[src/rtl/shift_pkg.sv]
// Shared types and constants for the serial word deserializer.
//   state_e        : receive FSM states (IDLE, SHIFT, PARITY)
//   DIR_MSB_FIRST  : msb_first value meaning the first bit is the word MSB
//   DIR_LSB_FIRST  : msb_first value meaning the first bit is the word LSB
package shift_pkg;

    typedef enum logic [1:0] {
        IDLE   = 2'd0,
        SHIFT  = 2'd1,
        PARITY = 2'd2
    } state_e;

    localparam logic DIR_MSB_FIRST = 1'b1;
    localparam logic DIR_LSB_FIRST = 1'b0;

endpackage

[src/rtl/deser_out_slot.sv]
// One-entry valid/ready holding register for assembled words.
// Ports:
//   clk, reset   : clock, synchronous active-high reset
//   load         : a completed word is offered this cycle
//   load_word    : the completed word
//   load_perr    : parity error flag travelling with load_word
//   word_ready   : downstream accepts word_out this cycle
//   word_out     : held word
//   word_valid   : word_out holds an undelivered word
//   parity_err   : parity flag of word_out
//   overflow     : 1-cycle pulse, an offered word was dropped because the slot was full
module deser_out_slot #(
    parameter int unsigned WIDTH = 4
) (
    input  logic             clk,
    input  logic             reset,
    input  logic             load,
    input  logic [WIDTH-1:0] load_word,
    input  logic             load_perr,
    input  logic             word_ready,
    output logic [WIDTH-1:0] word_out,
    output logic             word_valid,
    output logic             parity_err,
    output logic             overflow
);

    logic [WIDTH-1:0] word_q;
    logic             valid_q;
    logic             perr_q;
    logic             ovf_q;
    logic             slot_free;

    // The slot can take a new word if empty or if its current word leaves this cycle.
    assign slot_free = !valid_q || word_ready;

    always_ff @(posedge clk) begin
        if (reset) begin
            word_q  <= '0;
            valid_q <= 1'b0;
            perr_q  <= 1'b0;
            ovf_q   <= 1'b0;
        end else begin
            ovf_q <= 1'b0;
            if (load && slot_free) begin
                word_q  <= load_word;
                perr_q  <= load_perr;
                valid_q <= 1'b1;
            end else if (load) begin
                // Held word has priority; the new one is lost.
                ovf_q <= 1'b1;
            end else if (valid_q && word_ready) begin
                valid_q <= 1'b0;
            end
        end
    end

    assign word_out   = word_q;
    assign word_valid = valid_q;
    assign parity_err = perr_q;
    assign overflow   = ovf_q;

endmodule

[src/rtl/serial_word_deser.sv]
// Deserializer for MSB-first or LSB-first serial streams: collects WIDTH qualified bits into a
// word and hands it to a one-entry valid/ready output slot.
// Optional feature: define SERIAL_WORD_DESER_PARITY_EN to expect one even-parity bit after the
// data bits; the word then completes on the parity bit and parity_err reports a mismatch.
// Ports:
//   clk, reset   : clock, synchronous active-high reset
//   bit_in       : serial data bit
//   bit_valid    : bit_in qualified this cycle
//   msb_first    : direction, sampled on the first bit of each word
//   flush        : discard the partially collected word (wins over bit_valid)
//   word_out     : assembled word
//   word_valid   : word_out holds an undelivered word
//   word_ready   : downstream accepts word_out
//   busy         : partial word in progress
//   overflow     : 1-cycle pulse, completed word dropped
//   parity_err   : parity mismatch of word_out (0 without the parity feature)
module serial_word_deser
    import shift_pkg::*;
#(
    parameter int unsigned WIDTH = 4
) (
    input  logic             clk,
    input  logic             reset,
    input  logic             bit_in,
    input  logic             bit_valid,
    input  logic             msb_first,
    input  logic             flush,
    output logic [WIDTH-1:0] word_out,
    output logic             word_valid,
    input  logic             word_ready,
    output logic             busy,
    output logic             overflow,
    output logic             parity_err
);

    localparam int unsigned CNT_W = $clog2(WIDTH + 1);

    state_e           state_q;
    logic [CNT_W-1:0] cnt_q;
    logic [WIDTH-1:0] sr_q;
    logic             dir_q;

    logic             dir_eff;
    logic [WIDTH-1:0] sr_shift;
    logic             last_data;
    logic             load;
    logic [WIDTH-1:0] load_word;
    logic             load_perr;

    always_comb begin
        // Direction is taken live on the first bit, then held for the rest of the word.
        dir_eff   = (state_q == IDLE) ? msb_first : dir_q;
        sr_shift  = (dir_eff == DIR_MSB_FIRST) ? {sr_q[WIDTH-2:0], bit_in}
                                               : {bit_in, sr_q[WIDTH-1:1]};
        last_data = (cnt_q == CNT_W'(WIDTH - 1));
`ifdef SERIAL_WORD_DESER_PARITY_EN
        load      = bit_valid && !flush && (state_q == PARITY);
        load_word = sr_q;
        load_perr = ^{sr_q, bit_in};
`else
        load      = bit_valid && !flush && (state_q == SHIFT) && last_data;
        load_word = sr_shift;
        load_perr = 1'b0;
`endif
    end

    always_ff @(posedge clk) begin
        if (reset || flush) begin
            state_q <= IDLE;
            cnt_q   <= '0;
            sr_q    <= '0;
            if (reset) begin
                dir_q <= DIR_LSB_FIRST;
            end
        end else if (bit_valid) begin
            unique case (state_q)
                IDLE: begin
                    state_q <= SHIFT;
                    cnt_q   <= CNT_W'(1);
                    sr_q    <= sr_shift;
                    dir_q   <= msb_first;
                end
                SHIFT: begin
                    if (last_data) begin
`ifdef SERIAL_WORD_DESER_PARITY_EN
                        state_q <= PARITY;
                        cnt_q   <= cnt_q + CNT_W'(1);
                        sr_q    <= sr_shift;
`else
                        state_q <= IDLE;
                        cnt_q   <= '0;
                        sr_q    <= '0;
`endif
                    end else begin
                        cnt_q <= cnt_q + CNT_W'(1);
                        sr_q  <= sr_shift;
                    end
                end
                PARITY: begin
                    state_q <= IDLE;
                    cnt_q   <= '0;
                    sr_q    <= '0;
                end
                default: begin
                    state_q <= IDLE;
                    cnt_q   <= '0;
                    sr_q    <= '0;
                end
            endcase
        end
    end

    assign busy = (state_q != IDLE);

    deser_out_slot #(
        .WIDTH (WIDTH)
    ) u_slot (
        .clk        (clk),
        .reset      (reset),
        .load       (load),
        .load_word  (load_word),
        .load_perr  (load_perr),
        .word_ready (word_ready),
        .word_out   (word_out),
        .word_valid (word_valid),
        .parity_err (parity_err),
        .overflow   (overflow)
    );

endmodule

[config.mk]
export PLATFORM = sky130hd
export DESIGN_NAME = serial_word_deser
export DESIGN_NICKNAME = d
export VERILOG_FILES = /design/src/rtl/shift_pkg.sv /design/src/rtl/deser_out_slot.sv /design/src/rtl/serial_word_deser.sv
export SDC_FILE = /design/constraint.sdc
export NUM_CORES = 1
export LEC_CHECK = 0
export CORE_MARGIN = 5
export CORE_UTILIZATION = 30
export CTS_CLUSTER_SIZE = 14
export DETAILED_ROUTE_END_ITERATION = 6
export PLACE_DENSITY = 0.53
export SLEW_MARGIN = 20
export SYNTH_ARGS = -nofsm -noshare
export SYNTH_HDL_FRONTEND = slang
export SYNTH_SLANG_ARGS = --single-unit
[constraint.sdc]
create_clock -name clk -period 3.3 [get_ports clk]
set_input_delay 0.99 -clock clk [delete_from_list [all_inputs] [get_ports clk]]
set_output_delay 0.99 -clock clk [all_outputs]
set_load 0.05 [all_outputs]
==> flow_summary.yaml <==
sta:
  min_period_ns: 2.668
  final.period_utilization_pct: 80.85
  drv_slew: 0
  fin_skew_ns: 0.002378
  rsz0062_at_grt: "no"
  tns_ns: 0
  slew_headroom_pct: 66.62
  tightestPinTransition_ns: 0.4991
  hold_viol: 0
  fmax_ghz: 0.3748
  setup_viol: 0
setup_path:
  worst_path_largest_cell_delay_ns: 0.87
  path_delay_family: "buffers and inverters"
  start_kind: "register"
  required_ns: 2.31
  critical_path_buf_inv_count: 1
  cp_max_fo: 7
  crit_chain: "clkdlybuf4s50_1"
  endpoint_kind: "primary output"
  critical_path_class: "register to primary output"
  crit_arrival_ns: 1.68
  crit_path_top_delay_cell: "clkdlybuf4s50_1"
die:
  placementRows: 16
  io_pins: 15
  die_w_um: 56.39
  die_y_um: 56.39
  start_util_pct: 32.25
  die-area_um2: 3180
  core_area_um2: 2002
logic_synthesis:
  yosysTopAreaCell: "dfxtp_1"
  ys.flop_type: "dfxtp_1"
  syn_avg_cell_area_um2: 9.782
  ys_top_cells_by_count: "dfxtp_1, o21ai_0, a31oi_1, nand2_1"
  ys_ff_latch: 15
  synth_most_common_cell: "dfxtp_1"
  synth-edff-count: 1
  syn_inst: 66
  syn_nets: 74
  synth.area.top_cells: "dfxtp_1, mux2i_1, o21ai_0"
  synth_cell_types: 25
  syn_area_um2: 645.6
  synth_top_area_share_pct: 43.41
  async_flop_share_pct: 0
  synth_seq_area_share_pct: 48.06
  yosys_warnings: 0
grt:
  grt_max_degree: 12
  antenna_found_initial: 0
  grt_pass1_wl_um: 2311
  grt_usage_pct: 9.280
  grt_pass1_vias: 500
  grt_overflow_total: 0
pwr:
  power_density_nw_per_um2: 397.8
  p_leak_nw: 0.2853
  peakVddDrop_uv: 225.6
  total_power_mw: 0.3230
routing:
  drcViolationCount: 0
  routed_wl_um: 1316
  drt-met1-wl_um: 688
  vias: 504
  topRoutingLayerUsed: "met4"
  post_drt_wl_per_cell_um: 12.42
  wl_met2_um: 559
  met3_length_um: 58
  dr.first_iter.drc_count: 11
  post_drt_via_cell_ratio: 4.755
  dr.pass1.iters: 4
  ant_nets: 0
clocking:
  clock_latency_ns: 0.27
  cts_made_buffers: 3
  post_cts_buffers: 0
  clkTransAtPathRegs_ns: 0.08
  htree_levels: 1
  cts-root-buf: "clkbuf_4"
  cts_resized: 0
  cts_buffer_depth: 2
  clkSinkCount: 15
  cts_tree: "built"
  ctsHoldBuffers: 0
cells_and_area:
  diodes: 0
  num-nets-final: 88
  drive_gt1_share_pct: 7.595
  area_growth_pct: 25.78
  nFillCells: 205
place:
  gp_congestion: 0.7696
  place_hpwl_um: 957
  io_buffers: 13
flow_run:
  drv_cap: 0
status:
  status: "completed"
worst_hold_path:
  min_path_type: "register to register"
per-stage QoR:
step                      instances  cell area [µm²]  setup slack [ns]  hold slack [ns]  utilization [%]
final                           106            812.0            0.6321           0.4613            40.56
after global routing            106            812.0            0.5656           0.5115            40.56
after CTS                       106            812.0            0.6160           0.4675            40.56
after detailed placement        102            785.8            0.7698           0.4451            39.25
after global placement          102            785.8            0.8135           0.4449            39.25
after floorplan                  66            645.6             1.437           0.4244                -
sequential cells by signal, summed over array words and instances (netlist names):
name               flops
dir_q                  1
cnt_q                  3
state_q                1
sr_q                   4
u_slot.overflow        1
u_slot.word_valid      1
u_slot.word_out        4
layout by cell type, fill, tap and decap left out, drive strengths merged, types with 2 or more instances in the layout:
cell type      synthesis  final
o21ai                  7      7
clkbuf                 1      4
clkdlybuf4s50          0     13
a21oi                  2      2
dfxtp                 14     14
and3                   2      2
mux2i                  5      5
nand2                  5      5
nor2b                  2      2
a211oi                 4      4
a31oi                  5      5
nand2b                 3      3
nor3                   4      4
cell type report:
class                      count  area [µm²]  area share [%]
timing repair buffer          13       130.1           16.02
inverter                       1       3.754          0.4622
multi-input combinational     46       307.8           37.90
tap                           27       33.78           4.160
clock buffer                   4       26.28           3.236
sequential                    15       310.3           38.21
power breakdown:
| part | internal [mW] | leakage, nW | switching [mW] |
|---|---|---|---|
| sequential | 0.186 | 0.124 | 0.00297 |
| clock | 0.0468 | 0.0150 | 0.0559 |
| combinational | 0.0143 | 0.147 | 0.0173 |
| total | 0.247 | 0.285 | 0.0762 |
per-layer routing:
layer	GRT usage, %	vias to the layer above
li1	-	265
met1	12.26	228
met2	12.85	9
met3	2.752	2
met4	6.102	0
met5	0	-
final timing paths:
path | start | endpoint | slack [ns] | cells after the start
setup / recovery | state_q[0] | busy | 0.63 | 1
setup reg to reg | state_q[0] | u_slot.word_out[3] | 1.86 | 3
hold reg to reg | sr_q[3] | sr_q[3] | 0.46 | 2
hold / removal | sr_q[3] | sr_q[3] | 0.46 | 2
cell families after synthesis:
kind of cell,Yosys count,synth area share [%]
buffers and inverters,5,4.261
adders and majority gates,1,1.938
AOI/OAI and AO/OA,19,17.83
and+or+nand+nor,20,17.64
muxes,5,9.690
DFF,15,48.06
other,1,0.5808
Note: power is estimated with default switching activity, not from simulation.
